`src/rtl/irq_ctrl_n_pkg.sv`:
```
// Shared constants for irq_ctrl_n: register offsets, vector layout and the offset decoder.
package irq_ctrl_n_pkg;

   localparam logic [7:0] OFF_STATUS = 8'h00;
   localparam logic [7:0] OFF_SET    = 8'h04;
   localparam logic [7:0] OFF_ENABLE = 8'h08;
   localparam logic [7:0] OFF_MODE   = 8'h0C;
   localparam logic [7:0] OFF_MASTER = 8'h10;
   localparam logic [7:0] OFF_VECTOR = 8'h14;

   localparam int unsigned VEC_W         = 6;
   localparam int unsigned VEC_VALID_BIT = 5;

   typedef enum logic [2:0] {
      SEL_STATUS,
      SEL_SET,
      SEL_ENABLE,
      SEL_MODE,
      SEL_MASTER,
      SEL_VECTOR,
      SEL_NONE
   } reg_sel_e;

   function automatic reg_sel_e decode_offset(input logic [7:0] off);
      case (off)
         OFF_STATUS: return SEL_STATUS;
         OFF_SET:    return SEL_SET;
         OFF_ENABLE: return SEL_ENABLE;
         OFF_MODE:   return SEL_MODE;
         OFF_MASTER: return SEL_MASTER;
         OFF_VECTOR: return SEL_VECTOR;
         default:    return SEL_NONE;
      endcase
   endfunction

   function automatic logic [VEC_W-1:0] pack_vec(input logic valid, input logic [4:0] idx);
      logic [VEC_W-1:0] v;
      v                = '0;
      v[4:0]           = idx;
      v[VEC_VALID_BIT] = valid;
      return v;
   endfunction

endpackage

```
`src/rtl/irq_ctrl_n_if.sv`:
```
// AXI4-Lite configuration port of irq_ctrl_n; master = bus side, slave = controller side.
interface irq_ctrl_n_if;

   logic        awvalid;
   logic        awready;
   logic [31:0] awaddr;
   logic        wvalid;
   logic        wready;
   logic [31:0] wdata;
   logic [3:0]  wstrb;
   logic        bvalid;
   logic        bready;
   logic [1:0]  bresp;
   logic        arvalid;
   logic        arready;
   logic [31:0] araddr;
   logic        rvalid;
   logic        rready;
   logic [31:0] rdata;
   logic [1:0]  rresp;

   modport master (
      output awvalid, awaddr, wvalid, wdata, wstrb, bready, arvalid, araddr, rready,
      input  awready, wready, bvalid, bresp, arready, rvalid, rdata, rresp
   );

   modport slave (
      input  awvalid, awaddr, wvalid, wdata, wstrb, bready, arvalid, araddr, rready,
      output awready, wready, bvalid, bresp, arready, rvalid, rdata, rresp
   );

endinterface

```
`src/rtl/irq_ctrl_n_prio.sv`:
```
// Lowest-index-wins priority encoder; purely combinational, index is 0 when nothing requests.
module irq_prio_enc #(
   parameter int unsigned N = 8
) (
   input  logic [N-1:0] req_i,
   output logic         valid_o,
   output logic [4:0]   idx_o
);

   // Scanning from the top down lets the lowest set bit overwrite all others.
   always_comb begin
      idx_o = '0;
      for (int i = int'(N) - 1; i >= 0; i--) begin
         if (req_i[i]) begin
            idx_o = 5'(i);
         end
      end
   end

   assign valid_o = |req_i;

endmodule

```
`src/rtl/irq_ctrl_n.sv`:
```
// NUM_IRQ-source interrupt controller on an AXI4-Lite port.
// Define IRQ_CTRL_N_SYNC_EN to add a 2-flop synchroniser on every irq_i bit.
module irq_ctrl_n
   import irq_ctrl_n_pkg::*;
#(
   parameter int unsigned NUM_IRQ    = 8,
   parameter logic [31:0] RESET_MODE = 32'h0
) (
   input  logic               clk_i,
   input  logic               rst_i,
   irq_ctrl_n_if.slave        cfg_io,
   input  logic [NUM_IRQ-1:0] irq_i,
   output logic               intr_o,
   output logic [VEC_W-1:0]   irq_vec_o
);

   genvar gi;

   logic [NUM_IRQ-1:0] irq_s;
   logic [NUM_IRQ-1:0] irq_hist_q;
   logic [NUM_IRQ-1:0] pending_q, pending_d;
   logic [NUM_IRQ-1:0] enable_q, enable_d;
   logic [NUM_IRQ-1:0] mode_q, mode_d;
   logic               master_q, master_d;
   logic [NUM_IRQ-1:0] set_pulse, w1c_pulse;
   logic [NUM_IRQ-1:0] active;
   logic               prio_valid;
   logic [4:0]         prio_idx;
   logic               intr_q;
   logic [VEC_W-1:0]   vec_q;
   logic               bvalid_q, bvalid_d;
   logic               rvalid_q, rvalid_d;
   logic [31:0]        rdata_q, rdata_d;
   logic [31:0]        rd_word;
   logic               wr_en, rd_en;
   reg_sel_e           wr_sel, rd_sel;

`ifdef IRQ_CTRL_N_SYNC_EN
   logic [NUM_IRQ-1:0] sync1_q, sync2_q;

   always_ff @(posedge clk_i) begin
      if (rst_i) begin
         sync1_q <= '0;
         sync2_q <= '0;
      end else begin
         sync1_q <= irq_i;
         sync2_q <= sync1_q;
      end
   end

   assign irq_s = sync2_q;
`else
   assign irq_s = irq_i;
`endif

   // Address and data must arrive together; one write response outstanding at most.
   assign wr_en          = cfg_io.awvalid & cfg_io.wvalid & ~bvalid_q;
   assign cfg_io.awready = wr_en;
   assign cfg_io.wready  = wr_en;
   assign wr_sel         = decode_offset(cfg_io.awaddr[7:0]);

   assign rd_en          = cfg_io.arvalid & ~rvalid_q;
   assign cfg_io.arready = ~rvalid_q;
   assign rd_sel         = decode_offset(cfg_io.araddr[7:0]);

   assign set_pulse = (wr_en && wr_sel == SEL_SET)    ? cfg_io.wdata[NUM_IRQ-1:0] : '0;
   assign w1c_pulse = (wr_en && wr_sel == SEL_STATUS) ? cfg_io.wdata[NUM_IRQ-1:0] : '0;

   for (gi = 0; gi < NUM_IRQ; gi++) begin : g_src
      logic rise;
      assign rise = irq_s[gi] & ~irq_hist_q[gi];
      // Edge sources latch until W1C (a simultaneous set wins); level sources track the input.
      assign pending_d[gi] = mode_q[gi]
                           ? (rise | set_pulse[gi] | (pending_q[gi] & ~w1c_pulse[gi]))
                           : (irq_s[gi] | set_pulse[gi]);
      assign enable_d[gi]  = (wr_en && wr_sel == SEL_ENABLE && cfg_io.wstrb[gi / 8])
                           ? cfg_io.wdata[gi] : enable_q[gi];
      assign mode_d[gi]    = (wr_en && wr_sel == SEL_MODE && cfg_io.wstrb[gi / 8])
                           ? cfg_io.wdata[gi] : mode_q[gi];
   end

   assign master_d = (wr_en && wr_sel == SEL_MASTER && cfg_io.wstrb[0])
                   ? cfg_io.wdata[0] : master_q;

   assign active = pending_q & enable_q;

   irq_prio_enc #(
      .N (NUM_IRQ)
   ) u_prio (
      .req_i   (active),
      .valid_o (prio_valid),
      .idx_o   (prio_idx)
   );

   always_comb begin
      rd_word = '0;
      case (rd_sel)
         SEL_STATUS: rd_word[NUM_IRQ-1:0] = pending_q;
         SEL_ENABLE: rd_word[NUM_IRQ-1:0] = enable_q;
         SEL_MODE:   rd_word[NUM_IRQ-1:0] = mode_q;
         SEL_MASTER: rd_word[0]           = master_q;
         SEL_VECTOR: rd_word[VEC_W-1:0]   = vec_q;
         default:    rd_word              = '0;
      endcase
   end

   assign bvalid_d = wr_en ? 1'b1 : (bvalid_q & ~cfg_io.bready);
   assign rvalid_d = rd_en ? 1'b1 : (rvalid_q & ~cfg_io.rready);
   assign rdata_d  = rd_en ? rd_word : rdata_q;

   always_ff @(posedge clk_i) begin
      if (rst_i) begin
         irq_hist_q <= '0;
         pending_q  <= '0;
         enable_q   <= '0;
         mode_q     <= RESET_MODE[NUM_IRQ-1:0];
         master_q   <= 1'b0;
         intr_q     <= 1'b0;
         vec_q      <= '0;
         bvalid_q   <= 1'b0;
         rvalid_q   <= 1'b0;
         rdata_q    <= '0;
      end else begin
         irq_hist_q <= irq_s;
         pending_q  <= pending_d;
         enable_q   <= enable_d;
         mode_q     <= mode_d;
         master_q   <= master_d;
         intr_q     <= master_q & prio_valid;
         vec_q      <= pack_vec(prio_valid, prio_idx);
         bvalid_q   <= bvalid_d;
         rvalid_q   <= rvalid_d;
         rdata_q    <= rdata_d;
      end
   end

   assign cfg_io.bvalid = bvalid_q;
   assign cfg_io.bresp  = 2'b00;
   assign cfg_io.rvalid = rvalid_q;
   assign cfg_io.rdata  = rdata_q;
   assign cfg_io.rresp  = 2'b00;
   assign intr_o        = intr_q;
   assign irq_vec_o     = vec_q;

   // Upper address bits and out-of-range data/strobe bits carry no meaning here.
   logic unused_cfg;
   assign unused_cfg = ^{cfg_io.awaddr, cfg_io.araddr, cfg_io.wdata, cfg_io.wstrb};

endmodule
```
`src/flat_wrapper.sv`:
```
// flat-port wrapper written by rule: the top's interface ports become plain ports
module irq_ctrl_n_flat import irq_ctrl_n_pkg::*;
#(
   parameter int unsigned NUM_IRQ    = 8,
   parameter logic [31:0] RESET_MODE = 32'h0
)
  (clk_i, rst_i, irq_i, intr_o, irq_vec_o, cfg_io_awvalid, cfg_io_awaddr, cfg_io_wvalid, cfg_io_wdata, cfg_io_wstrb, cfg_io_bready, cfg_io_arvalid, cfg_io_araddr, cfg_io_rready, cfg_io_awready, cfg_io_wready, cfg_io_bvalid, cfg_io_bresp, cfg_io_arready, cfg_io_rvalid, cfg_io_rdata, cfg_io_rresp);
  irq_ctrl_n_if cfg_io_i ();
  input  logic clk_i;
  input  logic rst_i;
  input  logic [NUM_IRQ-1:0] irq_i;
  output logic intr_o;
  output logic [VEC_W-1:0] irq_vec_o;
  input wire logic [$bits(cfg_io_i.awvalid)-1:0] cfg_io_awvalid;
  input wire logic [$bits(cfg_io_i.awaddr)-1:0] cfg_io_awaddr;
  input wire logic [$bits(cfg_io_i.wvalid)-1:0] cfg_io_wvalid;
  input wire logic [$bits(cfg_io_i.wdata)-1:0] cfg_io_wdata;
  input wire logic [$bits(cfg_io_i.wstrb)-1:0] cfg_io_wstrb;
  input wire logic [$bits(cfg_io_i.bready)-1:0] cfg_io_bready;
  input wire logic [$bits(cfg_io_i.arvalid)-1:0] cfg_io_arvalid;
  input wire logic [$bits(cfg_io_i.araddr)-1:0] cfg_io_araddr;
  input wire logic [$bits(cfg_io_i.rready)-1:0] cfg_io_rready;
  output wire logic [$bits(cfg_io_i.awready)-1:0] cfg_io_awready;
  output wire logic [$bits(cfg_io_i.wready)-1:0] cfg_io_wready;
  output wire logic [$bits(cfg_io_i.bvalid)-1:0] cfg_io_bvalid;
  output wire logic [$bits(cfg_io_i.bresp)-1:0] cfg_io_bresp;
  output wire logic [$bits(cfg_io_i.arready)-1:0] cfg_io_arready;
  output wire logic [$bits(cfg_io_i.rvalid)-1:0] cfg_io_rvalid;
  output wire logic [$bits(cfg_io_i.rdata)-1:0] cfg_io_rdata;
  output wire logic [$bits(cfg_io_i.rresp)-1:0] cfg_io_rresp;
  assign cfg_io_i.awvalid = cfg_io_awvalid;
  assign cfg_io_i.awaddr = cfg_io_awaddr;
  assign cfg_io_i.wvalid = cfg_io_wvalid;
  assign cfg_io_i.wdata = cfg_io_wdata;
  assign cfg_io_i.wstrb = cfg_io_wstrb;
  assign cfg_io_i.bready = cfg_io_bready;
  assign cfg_io_i.arvalid = cfg_io_arvalid;
  assign cfg_io_i.araddr = cfg_io_araddr;
  assign cfg_io_i.rready = cfg_io_rready;
  assign cfg_io_awready = cfg_io_i.awready;
  assign cfg_io_wready = cfg_io_i.wready;
  assign cfg_io_bvalid = cfg_io_i.bvalid;
  assign cfg_io_bresp = cfg_io_i.bresp;
  assign cfg_io_arready = cfg_io_i.arready;
  assign cfg_io_rvalid = cfg_io_i.rvalid;
  assign cfg_io_rdata = cfg_io_i.rdata;
  assign cfg_io_rresp = cfg_io_i.rresp;
  irq_ctrl_n #(.NUM_IRQ(NUM_IRQ), .RESET_MODE(RESET_MODE)) u_core (.clk_i(clk_i), .rst_i(rst_i), .cfg_io(cfg_io_i), .irq_i(irq_i), .intr_o(intr_o), .irq_vec_o(irq_vec_o));
endmodule
```
`config.mk`:
```
export PLATFORM = sky130hd
export DESIGN_NAME = irq_ctrl_n_flat
export DESIGN_NICKNAME = d
export VERILOG_FILES = /design/src/rtl/irq_ctrl_n_pkg.sv /design/src/rtl/irq_ctrl_n_if.sv /design/src/rtl/irq_ctrl_n_prio.sv /design/src/rtl/irq_ctrl_n.sv /design/src/flat_wrapper.sv
export SDC_FILE = /design/constraint.sdc
export NUM_CORES = 1
export LEC_CHECK = 0
export CAP_MARGIN = 20
export CORE_AREA = 2 2 86 88
export DETAILED_ROUTE_END_ITERATION = 8
export DIE_AREA = 0 0 88 90
export PLACE_DENSITY = 0.89
export SLEW_MARGIN = 5
export SYNTH_ARGS = -nofsm -noshare
export SYNTH_HDL_FRONTEND = slang
export SYNTH_HIERARCHICAL = 1
export SYNTH_SLANG_ARGS = --single-unit
export TNS_END_PERCENT = 30
```
`constraint.sdc`:
```
create_clock -name clk_i -period 6.4 [get_ports clk_i]
set_input_delay 1.92 -clock clk_i [delete_from_list [all_inputs] [get_ports clk_i]]
set_output_delay 1.92 -clock clk_i [all_outputs]
set_load 0.01 [all_outputs]
```
==> metrics.txt, run 1 <==
Total GRT Usage=0.169; global route overflow=0; Max FO, Critical Path=5; antenna-violating nets left=0; worst min-delay path startpoint=u_core/cfg_io.rdata[7]$_SDFFE_PP0P_; first-pass GRT wire length=11,000 um; critical path arrival=3.24 ns; PortBufs=59; CP startpoint=cfg_io_wvalid; nets@finish=494; drt wl/cell=14.4 um; Worst Path Required=4.48 ns; Synth area leaders=dfxtp_1 (36%), buf_4 (8.3%), nand4_1 (5.8%), o31ai_1 (4.5%), a21oi_1 (3.9%); hold slack final=approximately 0.48 ns; Remaining DRCs=0; Max Transition Viols Final=0; Via density=approximately 5.5; Worst-Skew Late Latency=around 0.31 ns; pwr dens=175 mW/mm^2; WS Path Type=in2out; TritonCTS Buffers=5; Synth cell types=51; Leak=1.20 nW; Worst R2R Setup Slack=4.38 ns; pre-CTS WS=1.24 ns; post-synth top area cell=dfxtp_1; die height=90 um; most frequent cells in the layout=clkdlybuf4s50_1 (59), dfxtp_1 (50), conb_1 (30); EDFF count, synth=0; Highest Clock Rate=194 MHz; initial antenna violation count=0; fin crit share=0.806; total chip power=~0.60 mW; YS warnings=6; gp weighted congestion=0.833; TNS Setup=0 ns; CTS max path bufs=2; # rows=31; Area Growth Syn to Fin=21.5%; DRT iter0 DRCs=163; synthesized area per cell=between 8 and 9 um^2; Hold EP=u_core/cfg_io.rdata[7]$_SDFFE_PP0P_; Post-Layout Cell Count=477; Via Count=2,611; RSZ-0062 raised after global routing=false; Clk pin slew, worst setup/hold paths=0.09 ns; CTS tree=yes; reg2reg end=u_core/enable_q[7]$_SDFFE_PP0P_; Ports=163; clock sink count=50; Final Instance Area=0.00341 mm^2; Hold Buf Count CTS=0; Reg2Reg Depth=4; DIE AREA=roughly 0.008 mm^2; final wirelength=6860 um; vias in the first global route=2,314; core area=0.00702 mm^2; placed cells=469; Hold Vio Cnt, Final=0; max-cap viol count=0; HPWL after DPL=4920 um; Pre-Repair DR Iteration Count=4; antenna cells=0; share of cells above drive strength 1=0.0608; Syn Inst Count=335; Final Util=0.486; largest net degree at the start of global routing=45; post_cts resized=0; top-area cell type share of the netlist area=0.356; RR Startpoint=u_core/cfg_io.bvalid$_SDFF_PP0_; most common cell after layout, fill and taps aside=clkdlybuf4s50_1; Slew Limit Headroom=0.354; Clock Skew=0.00514 ns; fin crit period=5.16 ns; Hold Path Cell Cnt=2; status=finished clean; async set-or-reset flop fraction in the synthesized netlist=0; Max IR drop VDD=around 140 uV; H-tree depth=2; die width=around 90 um; register area share after synthesis=0.356; DP Area=0.00332 mm^2; Post-CTS Setup Repair Bufs=0; crit end category=output pin; startpoint class of the critical path=input pin; Worst Tran Pin Value=0.967 ns; ys flop type=dfxtp_1; Hold WC Path Type=reg2reg; clk root buf=clkbuf_8; mapped cell area=0.00281 mm^2; final setup fails=0; initial core utilization=0.400; fin worst setup slack=1.24 ns; #FFs+latches synth=50
-- worst max-delay path by stage --
stage                     slack, ns             to  depth (start not counted)
after CTS                      1.23  cfg_io_wready                          4
after global routing           1.19  cfg_io_wready                          4
after global placement         1.27  cfg_io_wready                          4
after floorplan                2.18  cfg_io_wready                          3
final                          1.24  cfg_io_wready                          4
after detailed placement       1.24  cfg_io_wready                          4
-- registers in the layout (all words and copies together) (netlist names) --
signal / flops
u_core/cfg_io.rdata: 8
u_core/enable_q: 8
u_core/irq_hist_q: 8
u_core/mode_q: 8
u_core/pending_q: 8
u_core/irq_vec_o: 6
u_core/cfg_io.bvalid: 1
u_core/cfg_io.rvalid: 1
u_core/intr_o: 1
u_core/master_q: 1
-- synth_stat cells, types with 4 or more instances --
cell type	number
dfxtp_1	50
o31ai_1	17
a41o_1	4
or4_1	4
nor2_1	12
nand4_1	26
a211oi_1	6
nor2b_1	17
nor3_1	4
a21oi_1	22
a222oi_1	5
nand2_1	27
o21ai_0	6
a31oi_1	8
clkbuf_1	18
a31o_1	4
nand2b_1	5
inv_1	10
buf_4	31
mux2_2	6
and2_1	9
-- worst max-delay path, stage by stage --
cell             delay [ns]
clkdlybuf4s50_1        0.46
nand3b_1               0.18
inv_1                  0.13
clkdlybuf4s50_1        0.55
-- area by class of cell --
cell class              count  area (um^2)
repair buffers             61          606
inverters                  10         37.5
clock inverters             2         12.5
multi-input cells         249         1550
flip-flops and latches     50         1000
well taps                  99          124
fillers                   674         3610
clock buffers               6         82.6
-- metal layers --
layer | wire (um) | vias up | track usage
met5 | 0 | - | 0
met4 | 17 | 0 | 0.0256
met3 | 628 | 2 | 0.0459
met2 | 3240 | 151 | 0.260
met1 | 2980 | 1206 | 0.239
li1 | - | 1252 | -
-- logic make-up after synthesis --
logic type,count (synthesis),share of synthesized area
AO/OA/AOI/OAI,82,0.201
adder cells (fa/ha/maj),2,0.00891
buffers and inverters,64,0.135
flip-flops,50,0.356
multiplexers,9,0.0347
other,2,0.00267
AND/OR/NAND/NOR,126,0.261
-- power breakdown --
part	total [mW]	leakage, nW	internal [mW]	switching, mW
registers	0.322	0.408	0.318	0.00449
logic	0.0811	0.745	0.0354	0.0457
clock network	0.193	0.0472	0.0870	0.106
total	0.597	1.20	0.440	0.156
No activity file was read; power rests on OpenSTA's default activity.
==> run 2: changes to the inputs <==
CORE_AREA = 2 2 93 95   (was 2 2 86 88)
DIE_AREA = 0 0 95 97   (was 0 0 88 90)
PLACE_DENSITY = 0.81   (was 0.89)
clock period = 4.57 ns   (was 6.4 ns; I/O delays follow)
==> run 2 against run 1 <==
Core utilization is 6.0 points lower. First-iteration DRC count up 32%. Wire length rose by 4.6%. Largest cell class unchanged. Highest routed layer unchanged.
==> metrics.txt, run 2 (synthesis gave the netlist of run 1 again) <==
Leak=1.22 nW; Via density=5.41; antenna cells=0; post_cts resized=0; final setup fails=0; Via Count=about 2,600; Clk pin slew, worst setup/hold paths=0.09 ns; first-pass GRT wire length=11,400 um; H-tree depth=2; Highest Clock Rate=246 MHz; global route overflow=0; Max Transition Viols Final=0; Worst Tran Pin Value=0.704 ns; Pre-Repair DR Iteration Count=4; TNS Setup=0 ns; Total GRT Usage=0.151; Ports=163; Hold Vio Cnt, Final=0; most common cell after layout, fill and taps aside=clkdlybuf4s50_1; Worst R2R Setup Slack=2.50 ns; DRT iter0 DRCs=215; Max FO, Critical Path=5; Hold WC Path Type=reg2reg; DIE AREA=0.00922 mm^2; RR Startpoint=u_core/cfg_io.bvalid$_SDFF_PP0_; status=finished clean; Remaining DRCs=0; worst min-delay path startpoint=u_core/enable_q[2]$_SDFFE_PP0P_; Reg2Reg Depth=4; initial core utilization=0.345; die width=~95 um; WS Path Type=in2out; startpoint class of the critical path=input pin; PortBufs=59; clk root buf=clkbuf_8; die height=~97 um; nets@finish=498; # rows=33; Final Util=0.426; TritonCTS Buffers=5; Slew Limit Headroom=0.527; initial antenna violation count=0; crit end category=output pin; final wirelength=7180 um; Hold Path Cell Cnt=2; Hold Buf Count CTS=0; CTS max path bufs=2; RSZ-0062 raised after global routing=false; Worst-Skew Late Latency=approximately 0.31 ns; CTS tree=yes; Area Growth Syn to Fin=23.5%; vias in the first global route=2,286; largest net degree at the start of global routing=44; clock sink count=50; fin crit period=4.06 ns; share of cells above drive strength 1=0.0707; drt wl/cell=14.7 um; pwr dens=between 200 and 300 mW/mm^2; gp weighted congestion=about 0.87; Post-CTS Setup Repair Bufs=0; reg2reg end=u_core/mode_q[4]$_SDFFE_PP0P_; Worst Path Required=3.20 ns; Clock Skew=0.00467 ns; critical path arrival=2.69 ns; most frequent cells in the layout=clkdlybuf4s50_1 (59), dfxtp_1 (50), conb_1 (30); max-cap viol count=0; antenna-violating nets left=0; core area=0.00813 mm^2; fin crit share=0.888; HPWL after DPL=5170 um; Max IR drop VDD=157 uV; Hold EP=u_core/enable_q[2]$_SDFFE_PP0P_
[run 2: worst max-delay path by stage]
stage	startpoint	slack [ns]	endpoint
4_1_cts	cfg_io_wvalid	0.52	cfg_io_wready
3_3_place_gp	cfg_io_araddr[1]	0.50	u_core/cfg_io.rdata[3]$_SDFFE_PP0P_
3_5_place_dp	cfg_io_araddr[1]	0.42	u_core/cfg_io.rdata[3]$_SDFFE_PP0P_
5_1_grt	cfg_io_awvalid	0.45	cfg_io_wready
2_1_floorplan	cfg_io_araddr[1]	0.96	u_core/cfg_io.rdata[1]$_SDFFE_PP0P_
6_report	cfg_io_wvalid	0.51	cfg_io_wready
[run 2: through the flow]
step / setup slack [ns] / total power, mW / area [um^2] / instances / hold WS (ns)
floorplan: 0.960 / 0.534 / 2910 / 363 / 0.448
global placement: 0.496 / 0.575 / 3350 / 479 / 0.456
detailed placement: 0.418 / 0.577 / 3350 / 479 / 0.463
CTS: 0.517 / 0.890 / 3470 / 487 / 0.480
global route: 0.447 / 0.919 / 3470 / 487 / 0.504
finish: 0.510 / 0.887 / 3470 / 487 / 0.480
[run 2: cell type report]
class,instances,area [um^2]
inverters,10,37.5
flip-flops and latches,50,1000
clock inverters,3,45.0
fillers,797,4670
repair buffers,65,636
multi-input cells,249,1550
well taps,105,131
clock buffers,5,68.8
[run 2: metal layers]
layer / global-route usage / up-vias / share of wire
met5: 0 / - / 0
met4: 0.0346 / 0 / 0.0091
met3: 0.0304 / 7 / 0.093
met2: 0.228 / 139 / 0.45
met1: 0.220 / 1224 / 0.44
li1: - / 1267 / -
[run 2: critical path, cell delays in order]
cell             delay (ns)
clkdlybuf4s50_1        0.45
nand3b_1               0.20
inv_1                  0.13
clkdlybuf4s50_1        0.54
[run 2: power by group]
part / switching, mW / internal, mW
sequential: 0.00670 / 0.445
clock: 0.155 / 0.163
combinational: 0.0656 / 0.0515
total: 0.227 / 0.660
==> run 3: changes to the inputs <==
CTS_CLUSTER_DIAMETER = 50   (was unset)
==> results of run 3 <==
The final DEF is identical to that of run 2; final timing and power are the same.
